File: src/rtl/fifo_arb_pkg.sv
// Shared types and helpers for the FIFO write-port round-robin arbiter.
// Holds the FSM state encoding, a constant clog2 and the default burst cap.
package fifo_arb_pkg;

   localparam logic [0:0] S_IDLE  = 1'b0;
   localparam logic [0:0] S_BURST = 1'b1;

   typedef enum logic [0:0] {
      IDLE  = S_IDLE,
      BURST = S_BURST
   } state_t;

   localparam int DEF_MAXBURST = 16;

   function automatic int clog2(input int value);
      int r;
      r = 0;
      while ((1 << r) < value) r++;
      return r;
   endfunction

endpackage

File: src/rtl/rr_pick.sv
// Combinational round-robin selector: first set request bit strictly after
// ptr, wrapping modulo NREQ; ptr itself has the lowest priority.
module rr_pick
   import fifo_arb_pkg::*;
#(
   parameter int NREQ = 4,
   parameter int IDXW = clog2(NREQ)
) (
   input  logic [NREQ-1:0] req,
   input  logic [IDXW-1:0] ptr,
   output logic [NREQ-1:0] winner,
   output logic [IDXW-1:0] index,
   output logic            any
);

   logic [IDXW-1:0] cand;

   always_comb begin
      // NOTE: every output gets a default first so no path through the loop infers a latch.
      winner = '0;
      index  = '0;
      any    = 1'b0;
      cand   = '0;
      for (int k = 1; k <= NREQ; k++) begin
         cand = IDXW'((int'(ptr) + k) % NREQ);
         if (!any && req[cand]) begin
            any          = 1'b1;
            winner[cand] = 1'b1;
            index        = cand;
         end
      end
   end

endmodule

File: src/rtl/fifo_wr_arbiter.sv
// Round-robin arbiter sharing one async-FIFO write port among NREQ requesters.
// Define FIFO_WR_ARB_WATERMARK_EN to grant only when a full burst fits.
module fifo_wr_arbiter
   import fifo_arb_pkg::*;
#(
   parameter int NREQ      = 4,
   parameter int DATAWIDTH = 8,
   parameter int ADDRWIDTH = 6,
   parameter int FIFODEPTH = 44,
   parameter int MAXBURST  = DEF_MAXBURST
) (
   input  logic                      w_clk,
   input  logic                      w_rst_n,
   input  logic [NREQ-1:0]           req_valid,
   input  logic [NREQ-1:0]           req_last,
   input  logic [NREQ*DATAWIDTH-1:0] req_data,
   output logic [NREQ-1:0]           req_ack,
   output logic [NREQ-1:0]           grant,
   output logic                      fifo_w_en,
   output logic [DATAWIDTH-1:0]      fifo_w_data,
   input  logic                      fifo_w_full,
   input  logic [ADDRWIDTH:0]        fifo_w_counter,
   output logic                      burst_trunc
);

   localparam int IDXW = clog2(NREQ);
   localparam int BW   = clog2(MAXBURST + 1);
   localparam int AW1  = ADDRWIDTH + 1;
   localparam logic [BW-1:0] BEAT_LAST = BW'(MAXBURST - 1);

   state_t          state;
   logic [IDXW-1:0] rr_ptr;
   logic [BW-1:0]   beat_cnt;

   logic [NREQ-1:0] winner;
   logic [IDXW-1:0] win_idx;
   logic            win_any;
   logic            room;
   logic            accept;
   logic            last_hit;

   rr_pick #(
      .NREQ (NREQ),
      .IDXW (IDXW)
   ) u_rr_pick (
      .req    (req_valid),
      .ptr    (rr_ptr),
      .winner (winner),
      .index  (win_idx),
      .any    (win_any)
   );

`ifdef FIFO_WR_ARB_WATERMARK_EN
   localparam logic [ADDRWIDTH:0] DEPTH_W = AW1'(FIFODEPTH);
   localparam logic [ADDRWIDTH:0] BURST_W = AW1'(MAXBURST);

   logic [ADDRWIDTH:0] free_words;

   // Unsigned subtraction at counter width; a granted burst always fits.
   assign free_words = DEPTH_W - fifo_w_counter;
   assign room       = (free_words >= BURST_W);
`else
   logic unused_counter;

   assign unused_counter = ^fifo_w_counter;
   assign room           = 1'b1;
`endif

   // grant is zero outside BURST, so ack and the write strobe are too.
   assign req_ack   = grant & req_valid & {NREQ{~fifo_w_full}};
   assign accept    = |req_ack;
   assign last_hit  = |(req_ack & req_last);
   assign fifo_w_en = accept;

   always_comb begin
      fifo_w_data = '0;
      for (int i = 0; i < NREQ; i++) begin
         if (grant[i]) fifo_w_data = fifo_w_data | req_data[i*DATAWIDTH +: DATAWIDTH];
      end
   end

   // NOTE: state registers use non-blocking assignments so every flop samples pre-edge values.
   always_ff @(posedge w_clk or negedge w_rst_n) begin
      if (!w_rst_n) begin
         state       <= IDLE;
         grant       <= '0;
         rr_ptr      <= IDXW'(NREQ - 1);
         beat_cnt    <= '0;
         burst_trunc <= 1'b0;
      end else begin
         burst_trunc <= 1'b0;
         case (state)
            IDLE: begin
               if (win_any && room) begin
                  grant    <= winner;
                  rr_ptr   <= win_idx;
                  beat_cnt <= '0;
                  state    <= BURST;
               end
            end
            BURST: begin
               if (accept) begin
                  beat_cnt <= beat_cnt + 1'b1;
                  if (last_hit) begin
                     grant <= '0;
                     state <= IDLE;
                  end else if (beat_cnt == BEAT_LAST) begin
                     grant       <= '0;
                     burst_trunc <= 1'b1;
                     state       <= IDLE;
                  end
               end
            end
            default: begin
               grant <= '0;
               state <= IDLE;
            end
         endcase
      end
   end

   a_grant_onehot : assert property (@(posedge w_clk) disable iff (!w_rst_n) $onehot0(grant));
   a_no_write_full : assert property (@(posedge w_clk) disable iff (!w_rst_n) !(fifo_w_en && fifo_w_full));
   a_idle_no_grant : assert property (@(posedge w_clk) disable iff (!w_rst_n) (state == IDLE) |-> (grant == '0));

endmodule
File: config.mk
export PLATFORM = sky130hd
export DESIGN_NAME = fifo_wr_arbiter
export DESIGN_NICKNAME = d
export VERILOG_FILES = /design/src/rtl/fifo_arb_pkg.sv /design/src/rtl/rr_pick.sv /design/src/rtl/fifo_wr_arbiter.sv
export SDC_FILE = /design/constraint.sdc
export NUM_CORES = 1
export LEC_CHECK = 0
export ABC_AREA = 1
export CAP_MARGIN = 30
export CELL_PAD_IN_SITES_DETAIL_PLACEMENT = 1
export CELL_PAD_IN_SITES_GLOBAL_PLACEMENT = 1
export CORE_MARGIN = 2
export CORE_UTILIZATION = 29
export DETAILED_ROUTE_END_ITERATION = 16
export PLACE_DENSITY_LB_ADDON = 0.3
export SETUP_SLACK_MARGIN = 0.5
export SLEW_MARGIN = 20
export SYNTH_ARGS = -nofsm -noshare
export SYNTH_HDL_FRONTEND = slang
export SYNTH_SLANG_ARGS = --single-unit
File: constraint.sdc
create_clock -name w_clk -period 4.41 [get_ports w_clk]
set_clock_uncertainty 0.15 [all_clocks]
set_input_delay 0.6615 -clock w_clk [delete_from_list [all_inputs] [get_ports w_clk]]
set_output_delay 0.6615 -clock w_clk [all_outputs]
set_load 0.005 [all_outputs]
After elaboration in Yosys (flattened, before gate mapping):

Cells that the tools add are included.

* bitwise operators: 11
* equality and inequality tests: 4
* order comparisons: 8
* divide/modulo/power cells: 0
* multiplexer cells: 49
* multiply operators: 0
* add/sub/neg operators: 5
* shift operators: 0
* reductions and logical operators: 15

Operators by type and width (count)
* 4-bit two-way mux: 8
* 8-bit two-way mux: 4
* 8-bit OR: 3
* 1-bit two-way mux: 20
* 4-bit bitwise AND: 3
* 2-bit by 3-bit < comparator with 1-bit output (second input constant): 4
* 4-bit OR: 3
* 5-bit two-way mux: 2
* 5-bit one-hot mux with 2 select lines: 1
* 1-bit binary-select mux with 2-bit select: 4
* 1-bit demux with 2-bit select: 4
* 2-bit by 1-bit >= comparator with 1-bit output (second input constant): 4
* 2-bit two-way mux: 4
* 4-bit one-hot mux with 2 select lines: 1
* 4-bit OR reduction: 2
* 1-bit logical AND: 7
* 5-bit by 1-bit adder with 5-bit output (second input constant): 1
* 5-bit by 4-bit equality test with 1-bit output (second input constant): 1
* 2-bit by 1-bit adder with 2-bit output (second input constant): 2
* 2-bit adder (second input constant): 2
* 2-bit AND reduction: 2
* 1-bit logical NOT: 3
* 3-bit by 1-bit inequality test with 1-bit output (second input constant): 1
* 3-bit AND reduction: 1
* other kinds (4): 5

* register bits: 13
* memory bits (read-only): 0
* memories: 0
* latch bits: 0
* input port bits: 50
* RAM bits: 0
* output and inout bits: 18

Longest topological paths before layout:

Gate-level depths: netlist (run 1).

* depth in word-level cells: 15
* depth in mapped cells: 12

Cells and area by module:

A second synthesis (run 1) with hierarchy kept.

* cell total of the unflattened synthesis: 208
* area total of the unflattened synthesis: 1471.4 sq um

Modules (own cells, without submodules)
* fifo_wr_arbiter: cells each 127, instances 1, sequential area each 327.8 sq um, area an instance 935.9 sq um
* rr_pick: cells each 81, instances 1, sequential area each 0.0 sq um, area an instance 535.5 sq um

Worst setup path after synthesis (run 1):

Ideal clock, no wire load.

* kind: register to register
* start: register rr_ptr[0]
* end: register grant[0]
* cell stages (with the launch flop): 12
* path slack: 2387 ps
* arrival time: 1756 ps
* data required time: 4143 ps
* setup time: 117 ps
* buffers on the path: 1
* cells stage by stage: dfstp_2 -> inv_2 -> ha_1 -> inv_1 -> nand3_2 -> nand2_4 -> nor2_4 -> buf_6 -> nand4_4 -> nand3_4 -> nand2_1 -> nand2_1

* longest elaborated chain between the ends: 15
* elaborated cells on any way between the ends: 53

RTL lines
* from (decl): line fifo_wr_arbiter.sv:32 `logic [IDXW-1:0] rr_ptr;`
* from (signal assigned): line fifo_wr_arbiter.sv:87 `rr_ptr <= IDXW'(NREQ - 1);`
* from (signal assigned): line fifo_wr_arbiter.sv:96 `rr_ptr <= win_idx;`
* branches (longest 15 deep; another with 2-bit by 3-bit < comparator with 1-bit output)
* to (signal assigned): line fifo_wr_arbiter.sv:95 `grant <= winner;`
* to (decl): line fifo_wr_arbiter.sv:18 `output logic [NREQ-1:0] grant,`

Several ways; the timed one is not identified. The select of a mux whose other input is x is not followed.
A chain may end at the register's enable or synchronous reset.

Final worst setup path (run 1):

* start: input port req_valid[2]
* end: output port fifo_w_en

* longest elaborated chain between the ends: 3

RTL lines
* from (decl): line fifo_wr_arbiter.sv:14 `input logic [NREQ-1:0] req_valid,`
* 4-bit bitwise AND (2 in series): line fifo_wr_arbiter.sv:70 `assign req_ack = grant & req_valid & {NREQ{~fifo_w_full}};`
* 4-bit OR reduction: line fifo_wr_arbiter.sv:71 `assign accept = |req_ack;`
* to (decl): line fifo_wr_arbiter.sv:19 `output logic fifo_w_en,`

No other way between the ends.

==> run_results.csv, run 1 <==
group,metric,value,unit
sta,period_share,67.1,%
pwr,p_per_area,584,nW/um^2
sta,setup_viol,0,
placed_design,port_buffers,60,
placed_design,place.gp.congestion,0.776,
clocking,cts_htree_levels,1,
detailed_routing,vias,1561,
floorplan,io-pin-count,68,
run,max_cap_violations,0,
worst_hold_path,hp-class,"flip-flop to flip-flop",
clocking,cts_resized,0,
yosys,ys_async_sr_fraction,100,%
detailed_routing,drt_iter0_drc,20,
sta,fin_crit,2.96,ns
floorplan,rows,24,
cells_and_area,finalNetCount,323,
detailed_routing,routedWlPerCell,13.9,um
clocking,cts_hold_buf,0,
cells_and_area,utilization,45.6,%
worst_setup_path,cp_top_family,"buffers and inverters",
worst_setup_path,rr_worst_depth,10,
cells_and_area,drive_gt1_share,10.7,%
pwr,vdd_drop_max,0.000343,V
floorplan,die_y,72.5,um
detailed_routing,avgViaCountPerCell,4.97,
grt,grt_start_max_net_pins,14,
clocking,clk_latency,0.24,ns
floorplan,die_x,72.5,um
worst_setup_path,cp_num_buf_inv,2,
worst_setup_path,rrSetupSlack,1.90,ns
yosys,postSynthAreaPerCell,6.69,um^2
sta,finalMaxSlewViolations,0,
yosys,synth_cell_types,27,
sta,relSlewSlack,59.2,%
clocking,clk_path_buf_depth,2,
clocking,cts_buffers,3,
worst_setup_path,criticalPathCategory,"primary input to output port",
cells_and_area,antennaDiodeCount,0,
worst_setup_path,critPathLaunchType,"primary input",
pwr,p_leak,0.942,nW
floorplan,die_area,5250,um^2
grt,grt_pass1_vias,1525,
worst_setup_path,cp_slowest_cell,"clkdlybuf4s50_1",
sta,tns,0,ns
worst_setup_path,cp.depth,6,
worst_setup_path,cp_max_fo,5,
clocking,path_clk_slew,0.06,ns
outcome,status,"finished, final reports clean",
clocking,cts_tree,"done",
yosys,yosysWarnings,0,
worst_setup_path,arrival,2.15,ns
yosys,ys_ff_latch,13,
grt,grt_pass1_wl,7330,um
cells_and_area,area_delta_synth_final,49.3,%
clocking,post_cts_buffers,0,
worst_setup_path,endpoint_kind,"output port",
clocking,cts-root-buf,"clkbuf_8",
yosys,syn_inst,203,
yosys,synth-seq-area-share,24.1,%
detailed_routing,totalWireLength,4380,um
worst_hold_path,hold_path_depth,2,
sta,tightest_slew,0.610,ns
sta,rsz0062_at_grt,"no",
floorplan,start_util,30.6,%
detailed_routing,ant_nets,0,
sta,hold_viol_final,0,
floorplan,coreArea,4440,um^2
grt,overflow,0,
yosys,ys_dominant_reg_cell,"dfrtp_1",
worst_setup_path,worstPathRequired,3.60,ns
placed_design,dpl.hpwl,3620,um
detailed_routing,drc,0,
grt,antenna_found_initial,0,
worst_setup_path,slowest_delay,0.53,ns
yosys,syn_area,1360,um^2
grt,grt_use_total,17.6,%
clocking,cts.sinks,13,
yosys,synth_edf_count,0,
sta,clock.fmax,0.338,GHz
detailed_routing,firstDrtPassIters,4,
worst_setup_path,crit_top_cell,"clkdlybuf4s50_1",
yosys,synth_nets,263,
worst_setup_path,crit_chain,"clkdlybuf4s50_1 -> nand2_1 -> nor2_2 -> nor2_1 -> nand3_2 -> clkdlybuf4s50_1",
-- registers in the layout, summed over array words and instances, names as in the netlist --
name and flops:
state 1, rr_ptr 2, beat_cnt 5, burst_trunc 1, grant 4
-- synth_stat cells (2+ instances only) --
cell type	instances	area [um^2]
a21boi_0	4	30.0
a21oi_1	4	20.0
buf_4	4	30.0
dfrtp_1	11	275
dfstp_2	2	52.6
ha_1	10	125
inv_1	14	52.6
inv_2	3	11.3
nand2_1	82	308
nand2_2	8	50.1
nand3_1	23	115
nand3_2	3	30.0
nand4_1	14	87.6
nor2_1	5	18.8
nor2_2	3	18.8
or2_1	2	12.5
-- cell families (layout without fill, tap and decap cells) --
| group | after synthesis | after routing | share of synthesized area, % |
|---|---|---|---|
| fa+ha+maj | 10 | 10 | 9.21 |
| simple gates | 145 | 145 | 52.1 |
| flops | 13 | 13 | 24.1 |
| xor+xnor | 1 | 1 | 0.645 |
| buf+inv | 22 | 81 | 7.73 |
| compound gates | 12 | 12 | 6.17 |
-- tightest hold or removal path, cell delays in order, from the launching register on --
cell and delay (ns):
dfrtp_1 0.34, nand3_1 0.07, nand2_1 0.06
-- path summary, 6_finish.rpt --
kind	from	end
max	req_valid[2]	fifo_w_en
min	beat_cnt[4]$_DFFE_PN0P_	beat_cnt[4]$_DFFE_PN0P_
max reg2reg	rr_ptr[1]$_DFFE_PN1P_	beat_cnt[3]$_DFFE_PN0P_
min reg2reg	beat_cnt[4]$_DFFE_PN0P_	beat_cnt[4]$_DFFE_PN0P_
max in group asynchronous	w_rst_n	grant[2]$_DFFE_PN0P_
min in group asynchronous	w_rst_n	grant[0]$_DFFE_PN0P_
-- through the flow --
stage	instances	hold WS, ns	total power, mW	setup WS (ns)	area [um^2]
after detailed placement	310	0.357	1.09	1.44	1980
after CTS	314	0.370	1.20	1.44	2030
after floorplan	203	0.216	0.798	2.39	1360
after global placement	310	0.333	1.07	1.45	1980
after global routing	314	0.395	1.31	1.36	2030
final	314	0.361	1.18	1.45	2030
-- cells in the final DEF, fill, tap and decap left out, types with 2 or more instances in the layout --
master,instances
a21boi_0,4
a21oi_1,4
clkbuf_8,3
clkdlybuf4s50_1,60
dfrtp_1,11
dfstp_2,2
ha_1,10
inv_1,14
inv_2,3
nand2_1,82
nand2_2,8
nand3_1,23
nand3_2,3
nand4_1,14
nor2_1,5
nor2_2,3
or2_1,2
-- area by class of cell --
cell class | count | area (um^2)
timing repair buffer | 60 | 601
fill | 604 | 2420
tap | 52 | 65.1
sequential | 13 | 328
clock buffer | 4 | 45.0
inverter | 17 | 63.8
multi-input combinational | 168 | 926
-- layer usage --
metal / vias up / global-route usage [%] / share of wire [%]
met5: - / 0 / 0
met4: 0 / 1.85 / 0.23
met3: 2 / 3.75 / 7.5
met2: 47 / 29.9 / 47
met1: 733 / 23.8 / 45
li1: 779 / - / -
-- power by group --
group	internal (mW)	switching, mW	leakage (nW)	total (mW)
Sequential	0.169	0.0982	0.162	0.267
Combinational	0.354	0.455	0.758	0.809
Clock	0.0638	0.0431	0.0228	0.107
Note: power is estimated with default switching activity, not from simulation.
==> inputs of run 2 (changes only) <==
--- a/config.mk
+++ b/config.mk
@@ -10,7 +10,7 @@
 export CELL_PAD_IN_SITES_DETAIL_PLACEMENT = 1
 export CELL_PAD_IN_SITES_GLOBAL_PLACEMENT = 1
 export CORE_MARGIN = 2
-export CORE_UTILIZATION = 29
+export CORE_UTILIZATION = 24
 export DETAILED_ROUTE_END_ITERATION = 16
 export PLACE_DENSITY_LB_ADDON = 0.3
 export SETUP_SLACK_MARGIN = 0.5
==> constraint.sdc (replaced) <==
create_clock -name w_clk -period 2.6 [get_ports w_clk]
set_clock_uncertainty 0.15 [all_clocks]
set_input_delay 0.39 -clock w_clk [delete_from_list [all_inputs] [get_ports w_clk]]
set_output_delay 0.39 -clock w_clk [all_outputs]
set_load 0.005 [all_outputs]
==> run 2 against run 1 <==
Compared with the run above:
- combinational power increased by 120%
- critical path depth decreased by 2
- via count increased by 3.3%
- die area increased by 20%
- sequential power increased by 43%
- core utilization decreased by 4.4 points
- flip-flop and latch count unchanged
- register-to-register slack got worse by 1.3 ns
- total power increased by 100%
- sequential share of layout area decreased by 1.5 points
- routed wire length increased by 9.5%
- largest power group unchanged
- highest routed layer unchanged
==> run_results.csv, run 2 (synthesis results as in run 1) <==
group,metric,value,unit
outcome,status,"finished, final reports clean",
cells_and_area,final_cell_mix,"nand2_1, clkdlybuf4s50_1, nand3_1, nand4_1, buf_4",
worst_setup_path,critPathLaunchType,"primary input",
sta,hold_ws,0.362,ns
worst_setup_path,crit_top_cell,"clkdlybuf4s50_1",
sta,finalMaxSlewViolations,0,
worst_setup_path,cp_num_buf_inv,2,
floorplan,die_x,79.2,um
sta,tns,0,ns
worst_setup_path,slowest_delay,0.51,ns
sta,period_share,78.8,%
pwr,vdd_drop_max,0.000603,V
worst_setup_path,cp_slowest_cell,"clkdlybuf4s50_1",
clocking,cts_htree_levels,1,
cells_and_area,drive_gt1_share,20.9,%
cells_and_area,top_regs,"beat_cnt: 5 flops, grant: 4 flops, rr_ptr: 2 flops",
worst_hold_path,hp-start,"beat_cnt[4]$_DFFE_PN0P_",
detailed_routing,firstDrtPassIters,4,
cells_and_area,design_area,2260,um^2
cells_and_area,multi_input_area,998,um^2
worst_setup_path,rrSetupSlack,0.62,ns
detailed_routing,drt_iter0_drc,37,
worst_setup_path,criticalPathCategory,"primary input to output port",
pwr,p_leak,1.06,nW
detailed_routing,vias,1613,
cells_and_area,utilization,41.2,%
sta,fin_crit,2.05,ns
detailed_routing,avgViaCountPerCell,4.62,
worst_setup_path,startpoint,"req_data[19]",
sta,setup_ws,0.550,ns
grt,grt_pass1_vias,1696,
clocking,cts.sinks,13,
worst_setup_path,worstPathRequired,2.06,ns
cells_and_area,final_common_cell,"nand2_1",
cells_and_area,antennaDiodeCount,0,
clocking,clk_path_buf_depth,2,
grt,overflow,0,
sta,tightest_slew,0.618,ns
grt,grt_start_max_net_pins,14,
placed_design,dpl.hpwl,3840,um
sta,hold_viol_final,0,
worst_setup_path,endpoint_kind,"output port",
worst_setup_path,cp_max_fo,1,
pwr,p_per_area,1050,nW/um^2
cells_and_area,finalNetCount,338,
worst_setup_path,cp.depth,4,
placed_design,place.gp.congestion,0.740,
grt,grt_use_total,15.8,%
worst_setup_path,crit_chain,"clkdlybuf4s50_1 -> nand2_1 -> nand4_1 -> clkdlybuf4s50_1",
floorplan,io-pin-count,68,
sta,clock.fmax,0.488,GHz
detailed_routing,drc,0,
worst_setup_path,arrival,1.51,ns
worst_hold_path,hp-class,"flip-flop to flip-flop",
sta,setup_viol,0,
clocking,cts-root-buf,"clkbuf_8",
floorplan,coreArea,5470,um^2
floorplan,die_y,79.2,um
cells_and_area,nFillCells,698,
clocking,cts_tree,"done",
cells_and_area,register_area,332,um^2
sta,relSlewSlack,58.7,%
cells_and_area,area_delta_synth_final,66.1,%
grt,grt_pass1_wl,8000,um
cells_and_area,stdcell_count,349,
floorplan,die_area,6280,um^2
clocking,cts_buffers,3,
placed_design,dpl.cell_count,338,
cells_and_area,largest_register,"beat_cnt",
worst_setup_path,crit_path_end,"fifo_w_data[3]",
worst_setup_path,r2r-end,"beat_cnt[0]$_DFFE_PN0P_",
placed_design,placed_cell_area,2080,um^2
floorplan,rows,27,
detailed_routing,routedWlPerCell,13.7,um
detailed_routing,totalWireLength,4790,um
placed_design,place_ws,0.205,ns
worst_setup_path,cp_top_family,"buffers and inverters",
grt,antenna_found_initial,0,
cells_and_area,largest_reg_flops,5,
floorplan,start_util,24.8,%
clocking,clk_latency,0.24,ns
sta,rsz0062_at_grt,"yes",
worst_setup_path,rr_worst_depth,10,
clocking,path_clk_slew,0.06,ns
worst_setup_path,r2r-start,"rr_ptr[1]$_DFFE_PN1P_",
run,max_cap_violations,0,
pwr,finalPower,2.38,mW
detailed_routing,ant_nets,0,
placed_design,port_buffers,60,
[run 2: cell types whose count changed in the layout (fill, tap and decap cells not counted), sizes merged]
cell           change
clkdlybuf4s15      +1
clkdlybuf4s50      -7
dlygate4sd2        +4
buf               +15
dlymetal6s2s       +2
[run 2: final cells by class]
type	count	share of cell area, %
Multi-Input combinational cell	168	44.2
Timing Repair Buffer	75	32.2
Sequential cell	13	14.7
Tap cell	72	3.99
Inverter	17	2.94
Clock buffer	4	2.00
[run 2: worst min-delay path by stage]
stage	endpoint	slack, ns	cells past startpoint
3_5_place_dp	beat_cnt[4]$_DFFE_PN0P_	0.35	2
2_1_floorplan	beat_cnt[0]$_DFFE_PN0P_	-0.06	0
5_1_grt	beat_cnt[4]$_DFFE_PN0P_	0.40	2
4_1_cts	beat_cnt[4]$_DFFE_PN0P_	0.37	2
6_report	beat_cnt[4]$_DFFE_PN0P_	0.36	2
3_3_place_gp	beat_cnt[4]$_DFFE_PN0P_	0.33	2
[run 2: layer usage]
| metal | vias to the layer above | track usage (%) | share of wire, % |
|---|---|---|---|
| li1 | 816 | - | - |
| met4 | 0 | 3.45 | 1.5 |
| met3 | 6 | 3.52 | 5.5 |
| met5 | - | 0 | 0 |
| met1 | 741 | 20.3 | 47 |
| met2 | 50 | 26.9 | 46 |
[run 2: tightest hold or removal path, cell delays in order (launching register included)]
cell,delay [ns]
dfrtp_1,0.35
nand3_2,0.07
nand2_1,0.06
[run 2: timing repair]
item                                    4_1_cts  5_1_grt
gates resized for setup                      13       14
hold buffers                                  0        0
pin swaps                                     4        8
setup buffers                                 2        5
endpoints found under the setup margin       23       14
[run 2: power breakdown]
part	total, mW	internal (mW)	switching [mW]
Sequential	0.383	0.291	0.0923
Combinational	1.81	0.843	0.970
Clock	0.182	0.108	0.0735
Total	2.38	1.24	1.14
